<file path="config.mk">
export PLATFORM = sky130hd
export DESIGN_NAME = mix_columns_seq
export DESIGN_NICKNAME = d
export VERILOG_FILES = /design/src/rtl/mix_columns_seq.sv
export SDC_FILE = /design/constraint.sdc
export NUM_CORES = 1
export LEC_CHECK = 0
export CORE_MARGIN = 10
export CORE_UTILIZATION = 64
export DETAILED_ROUTE_END_ITERATION = 7
export DONT_BUFFER_PORTS = 1
export PLACE_DENSITY = 0.91
export SKIP_CTS_REPAIR_TIMING = 1
export SYNTH_ARGS = -nofsm -noshare
export SYNTH_HDL_FRONTEND = slang
export SYNTH_SLANG_ARGS = --single-unit
</file>
<file path="constraint.sdc">
create_clock -name clk -period 3.3 [get_ports clk]
set_input_delay 0.165 -clock clk [delete_from_list [all_inputs] [get_ports clk]]
set_output_delay 0.165 -clock clk [all_outputs]
set_load 0.005 [all_outputs]
</file>
<file path="src/rtl/mix_columns_seq.sv">
// mix_columns_seq: iterative AES forward MixColumns engine.
// COLS_PER_CYCLE columns mixed per busy cycle, valid/ready on both sides.
module mix_columns_seq #(
  parameter int COLS_PER_CYCLE = 1
) (
  input  logic         clk,
  input  logic         rst_n,
  input  logic         in_valid,
  output logic         in_ready,
  input  logic [0:127] in_state,
  input  logic         in_bypass,
  output logic         out_valid,
  input  logic         out_ready,
  output logic [0:127] out_state
);

  localparam int CPC = COLS_PER_CYCLE;

  generate
    if (CPC != 1 && CPC != 2 && CPC != 4) begin : g_bad_cpc
      $error("COLS_PER_CYCLE must be 1, 2 or 4");
    end
  endgenerate

  typedef enum logic [1:0] {
    IDLE,
    BUSY,
    DONE
  } state_e;

  state_e       state_q;
  logic [0:127] work_q;
  logic [0:127] work_d;
  logic [0:127] out_q;
  logic         byp_q;
  logic         ovalid_q;
  logic [1:0]   col_q;
  logic [1:0]   col_d;
  logic         last;

  function automatic logic [7:0] xtime(
    input logic [7:0] b
  );
    return {b[6:0], 1'b0} ^ (8'h1b & {8{b[7]}});
  endfunction

  function automatic logic [31:0] mix_col(
    input logic [31:0] c
  );
    logic [7:0] a0, a1, a2, a3;
    logic [7:0] r0, r1, r2, r3;
    a0 = c[31:24];
    a1 = c[23:16];
    a2 = c[15:8];
    a3 = c[7:0];
    r0 = xtime(a0) ^ xtime(a1) ^ a1 ^ a2 ^ a3;
    r1 = a0 ^ xtime(a1) ^ xtime(a2) ^ a2 ^ a3;
    r2 = a0 ^ a1 ^ xtime(a2) ^ xtime(a3) ^ a3;
    r3 = xtime(a0) ^ a0 ^ a1 ^ a2 ^ xtime(a3);
    return {r0, r1, r2, r3};
  endfunction

  // Bypass leaves the columns untouched but keeps the same cadence.
  always_comb begin
    work_d = work_q;
    for (int j = 0; j < CPC; j++) begin
      if (!byp_q) begin
        work_d[32*(int'(col_q)+j) +: 32] =
          mix_col(work_q[32*(int'(col_q)+j) +: 32]);
      end
    end
  end

  assign col_d = col_q + 2'(CPC);
  assign last  = (int'(col_q) + CPC) == 4;

  always_ff @(posedge clk or negedge rst_n) begin
    if (!rst_n) begin
      state_q  <= IDLE;
      work_q   <= '0;
      out_q    <= '0;
      byp_q    <= 1'b0;
      ovalid_q <= 1'b0;
      col_q    <= '0;
    end else begin
      unique case (state_q)
        IDLE: begin
          if (in_valid) begin
            work_q  <= in_state;
            byp_q   <= in_bypass;
            col_q   <= '0;
            state_q <= BUSY;
          end
        end
        BUSY: begin
          work_q <= work_d;
          col_q  <= col_d;
          if (last) begin
            out_q    <= work_d;
            ovalid_q <= 1'b1;
            state_q  <= DONE;
          end
        end
        DONE: begin
          if (out_ready) begin
            ovalid_q <= 1'b0;
            state_q  <= IDLE;
          end
        end
        default: state_q <= IDLE;
      endcase
    end
  end

  assign in_ready  = (state_q == IDLE);
  assign out_valid = ovalid_q;
  assign out_state = out_q;

endmodule

</file>
# Word-level counts from Yosys, hierarchy flattened
# Index checks and enable logic that the tools add are counted.
# W data, S select, Z words.
[word_totals]
output_inout_bits = 130
in_bits = 133
wordCells = 60
regBits = 262
[op_classes]
n_bitwise = 21
add_sub_neg = 3
shifts = 3
n_reduce_logical = 8
mux = 13
n_eq_ne = 6
[ops]
columns = ["operator", "count"]
rows = [
  ["$mux W128", 2],
  ["$pmux W128 S2", 1],
  ["$shift A129 B33 Y128 const A", 1],
  ["$shiftx A128 B32 Y129", 1],
  ["$shiftx A129 B33 Y128", 1],
  ["$bwmux W128", 1],
  ["$xor A8 B8 Y8", 16],
  ["$neg A32 Y33", 1],
  ["$not A7 Y32", 1],
  ["$xor A8 B5 Y8", 4],
  ["$mux W2", 4],
  ["$ne A2 B2 Y1 const B", 3],
  ["$pmux W2 S3", 1],
  ["$reduce_and A2 Y1", 3],
  ["$reduce_and A3 Y1", 2],
  ["$pmux W2 S2", 1],
  ["$reduce_bool A2 Y1", 2],
  ["$add A2 B1 Y3 const B", 1],
  ["$eq A3 B3 Y1 const B", 1],
  ["$add A2 B1 Y2 const B", 1],
  ["$eq A2 B1 Y1 const B", 1],
  ["$eq A2 B2 Y1 const B", 1],
  ["$logic_not A2 Y1", 1],
  ["$mux W1", 2],
  ["$pmux W1 S2", 1],
]

# Longest topological paths before layout
[logic_depth]
ltp_word = 11
mapped_depth = 11
ltp_nobuf = 6

# Least setup slack after synthesis
# No wires, ideal clock.
[synth_timing]
path_kind = "register -> register"
from = "register col_q[0]"
to = "register out_q (netlist bit out_state[116])"
setup_time_ns = 0.083
period_less_slack_ns = 2.336
arrival_time_ns = 2.253
n_path_buf = 2
stages_incl_launch_ff = 7
required_ns = 3.217
slack_ns = 0.964
cell_sequence = "dfrtp_1 > buf_6 > buf_8 > mux4_2 > xor2_1 > xnor3_1 > o22ai_1"
[synth_via]
elab_chain_cells = 10
elab_cells_between_ends = 30
cone_classes = "add/sub (2); eq/ne (1); shift (3); mux (2); bitwise (21); reduce/logical (1)"
[synth_rtl]
columns = ["element", "line_no", "source"]
rows = [
  ["from (decl)", "37", "logic [1:0] col_q;"],
  ["from (signal assigned)", "97", "col_q <= col_d;"],
  ["$not A7 Y32 (implied by the code)", "68, 69", ""],
  ["$shiftx A128 B32 Y129", "69", "mix_col(work_q[32*(int'(col_q)+j) +: 32]);"],
  ["$xor A8 B5 Y8", "44", "return {b[6:0], 1'b0} ^ (8'h1b & {8{b[7]}});"],
  ["$xor A8 B8 Y8, on equally long branches (4 in a row)", "59, 56, 57", ""],
  ["$shiftx A129 B33 Y128", "68", "work_d[32*(int'(col_q)+j) +: 32] ="],
  ["$bwmux W128", "68", ""],
  ["$mux W128", "67", "if (!byp_q) begin"],
  ["to (signal assigned)", "99", "out_q <= work_d;"],
  ["to (decl)", "34", "logic [0:127] out_q;"],
]
# Parallel ways exist; a longest one is shown, timed or not.
# A chain may end at the register's enable or synchronous reset.

# Worst setup path after layout
[layout_timing]
from = "register col_q[1]"
to = "register work_q[103] in the netlist's numbering"
[layout_via]
elab_chain_cells = 11
elab_cells_between_ends = 28
cone_classes = "add/sub (1); shift (3); mux (3); bitwise (21)"
[layout_rtl]
columns = ["element", "line_no", "source"]
rows = [
  ["$not A7 Y32 (implied by the code) (*)", "68, 69", ""],
  ["$shiftx A128 B32 Y129", "69", ""],
  ["$xor A8 B5 Y8", "44", ""],
  ["$xor A8 B8 Y8, on equally long branches (4 in a row)", "59, 56, 57", ""],
  ["$shiftx A129 B33 Y128", "68", ""],
  ["$bwmux W128 (*)", "68", ""],
  ["$mux W128 (*)", "67", ""],
  ["$pmux W128 S2 (*)", "86", "unique case (state_q)"],
  ["to (signal assigned)", "89", "work_q <= in_state;"],
  ["to (signal assigned)", "96", "work_q <= work_d;"],
  ["to (decl)", "32", "logic [0:127] work_q;"],
]
# Mark *: on every way between the ends. The rest lies on a longest branch, timed or not.

==> metrics.md <==
| Metric | Value |
|---|---|
| Synth top area share | `0.5072` |
| Crit. End Element | `register` |
| CTS clk-pin slew, worst paths | `0.07 ns` |
| Initial Util | `0.6578` |
| Port Buf Inserts | `0` |
| Clock latency on the worst-skew pair | `0.54 ns` |
| Die area | `26,280 sq um` |
| Met2 WL post-DR | `22,570 um` |
| Post-synth EDFFs | `0` |
| Vias | `12,370` |
| CP max FO | `22` |
| Critical setup path kind | `register to register` |
| Cell Area, Synth | `12,930 sq um` |
| Setup violations, final | `0` |
| Chip Width | `162.1 um` |
| Routed WL per cell | `33.38 um` |
| R2R depth | `5` |
| Reg-to-Reg Start | `col_q[1]` |
| ANT nets after route | `0` |
| Root buf cell | `clkbuf_16` |
| Core area | `19,650 sq um` |
| Fin crit share | `0.9722` |
| Main synth FF type | `dfrtp_1` |
| Crit start category | `register` |
| Initial detailed-routing violation count | `2,348` |
| Post-synthesis instance total | `1,161` |
| Site row count | `51` |
| Pre-antenna DRT Iters | `8` |
| Final min period | `3.208 ns` |
| Critical path required time | `3.74 ns` |
| Layout cells sized above 1 | `0.1045` |
| Worst setup path end | `work_q[103]` |
| Failing checks | `DRC, hold timing` |
| Netlist cell types | `36` |
| YS warnings | `0` |
| Placed wire-length estimate | `31,090 um` |
| Hold Fails Final Rpt | `262` |
| Post-synthesis sequential area ratio | `0.5072` |
| Clk_skew | `0.01683 ns` |
| GRT Util Overall | `0.3448` |
| Register bit total from synthesis | `262` |
| Initial antenna violation count | `8` |
| Post-synth net total | `1,299` |
| Critical Path Start | `col_q[1]` |
| CTS tree | `done` |
| Number of global-route vias before repair | `10,940` |
| Max Clk Rate | `311.7 MHz` |
| H-tree depth | `1` |
| Reg2Reg Setup Slack | `0.09 ns` |
| Max Transition Viols Final | `0` |
| Die Span Y | `162.1 um` |
| HP Class | `input pin to async pin` |
| Met1 WL | `15,470 um` |
| Placer Congestion | `0.9589` |
| First-pass GRT wire length | `70,040 um` |
| Async SR Flop Fraction | `1.000` |
| Outcome | `complete, but fails checks` |
| Area Overhead vs Synth | `19.16%` |
| Commonest non-fill, non-tap cell in the layout | `dfrtp_1` |
| Max-cap violations | `0` |
| Worst slew pin tran | `1.019 ns` |
| Remaining DRCs | `6` |
| Relative slew margins | `0.3204` |
| I/O pin total | `263` |
| Vias/cell | `7.997` |
| Met3 WL | `9517 um` |
| CTS sink count | `262` |
| Yosys top cell by area | `dfrtp_1` |
| Most frequent cells in the layout | `dfrtp_1 (260), a21oi_1 (131), dlygate4sd3_1 (131), nor2_1 (130)` |
| GR Overflow Total | `0` |
| Mean Syn Cell Area | `11.13 sq um` |
| Layout net count | `1,395` |
| Largest net degree at the start of global routing | `263` |
| Worst Path Arrival | `3.65 ns` |
| Top routing layer used | `met4` |
| RR Endpoint | `work_q[103]` |
| Hold_ws | `-0.6626 ns` |
| CTS buffer count | `26` |
| Total Wirelength | `51,650 um` |
| Max clock buf depth | `3` |
| Area contributors post-synth | `dfrtp_1 (51%), a22oi_1 (7.4%), o22ai_1 (6.2%)` |
[registers in the layout (all words and copies together) (netlist names)]
signal     count
out_state    128
byp_q          1
work_q       128
out_valid      1
col_q          2
state_q        2
[cell type report]
cell class	instances	area, sq um
Sequential cell	262	6559
Multi-Input combinational cell	790	5926
Fill cell	1104	4249
Timing Repair Buffer	174	1684
Clock buffer	37	773.2
Tap cell	265	331.6
Clock inverter	7	97.59
Antenna cell	9	22.52
Inverter	3	11.26
[how the worst min path moves through the flow]
stage | startpoint | endpoint | slack [ns] | depth (start not counted)
6_report | rst_n | out_state[124] | -0.66 | 0
5_1_grt | rst_n | out_state[124] | -0.68 | 0
4_1_cts | rst_n | work_q[63] | -0.66 | 0
3_5_place_dp | rst_n | work_q[95] | -0.11 | 0
3_3_place_gp | rst_n | out_state[62] | -0.11 | 0
2_1_floorplan | rst_n | byp_q | -0.13 | 0
[cells by family (layout without fill, tap and decap cells)]
group | Yosys count | count (layout) | share of synthesized area
other cells | 0 | 9 | 0
flops | 262 | 262 | 0.5072
compound gates | 523 | 523 | 0.2409
buf+inv | 109 | 221 | 0.03542
simple gates | 158 | 158 | 0.05014
xor+xnor | 71 | 71 | 0.1038
mux | 33 | 33 | 0.05778
fa+ha+maj | 5 | 5 | 0.004839
[stage by stage]
stage               setup TNS, ns  area [sq um]  utilization  setup WS (ns)  std cells
floorplan                       0         12930            -         0.9643       1161
detailed placement              0         13200       0.6716         0.4492       1363
finish                          0         15400       0.7838        0.09171       1547
global route             -0.02680         15400       0.7836       -0.02680       1545
CTS                             0         14070       0.7159         0.3421       1407
global placement                0         13200       0.6716         0.5281       1363
[cells in the mapped netlist, drive strengths merged, types with 3 or more instances]
cell and n:
o21ai 130, mux4 32, inv 3, ha 5
o22ai 128, a22oi 128, nand2 8, xnor2 18
a21o 4, nand3b 4, xnor3 33, clkbuf 97
dfrtp 262, a21oi 131, nor2 130, nand2b 6
xor2 9, xor3 11, buf 9
[routing by layer]
metal	up-vias	global-route usage
li1	4596	-
met1	5738	0.4218
met2	1606	0.5180
met3	432	0.1519
met4	0	0.1600
met5	-	0
[worst max-delay path, cell delays in order, from the launching register on]
cell	delay (ns)
dfrtp_2	0.69
buf_4	0.33
mux4_2	0.43
xor2_1	0.66
xnor3_1	0.69
o21ai_0	0.29
Power is left out: the tool's default activity adds up to more than one toggle a clock period on the data nets, which glitch-free logic cannot reach.
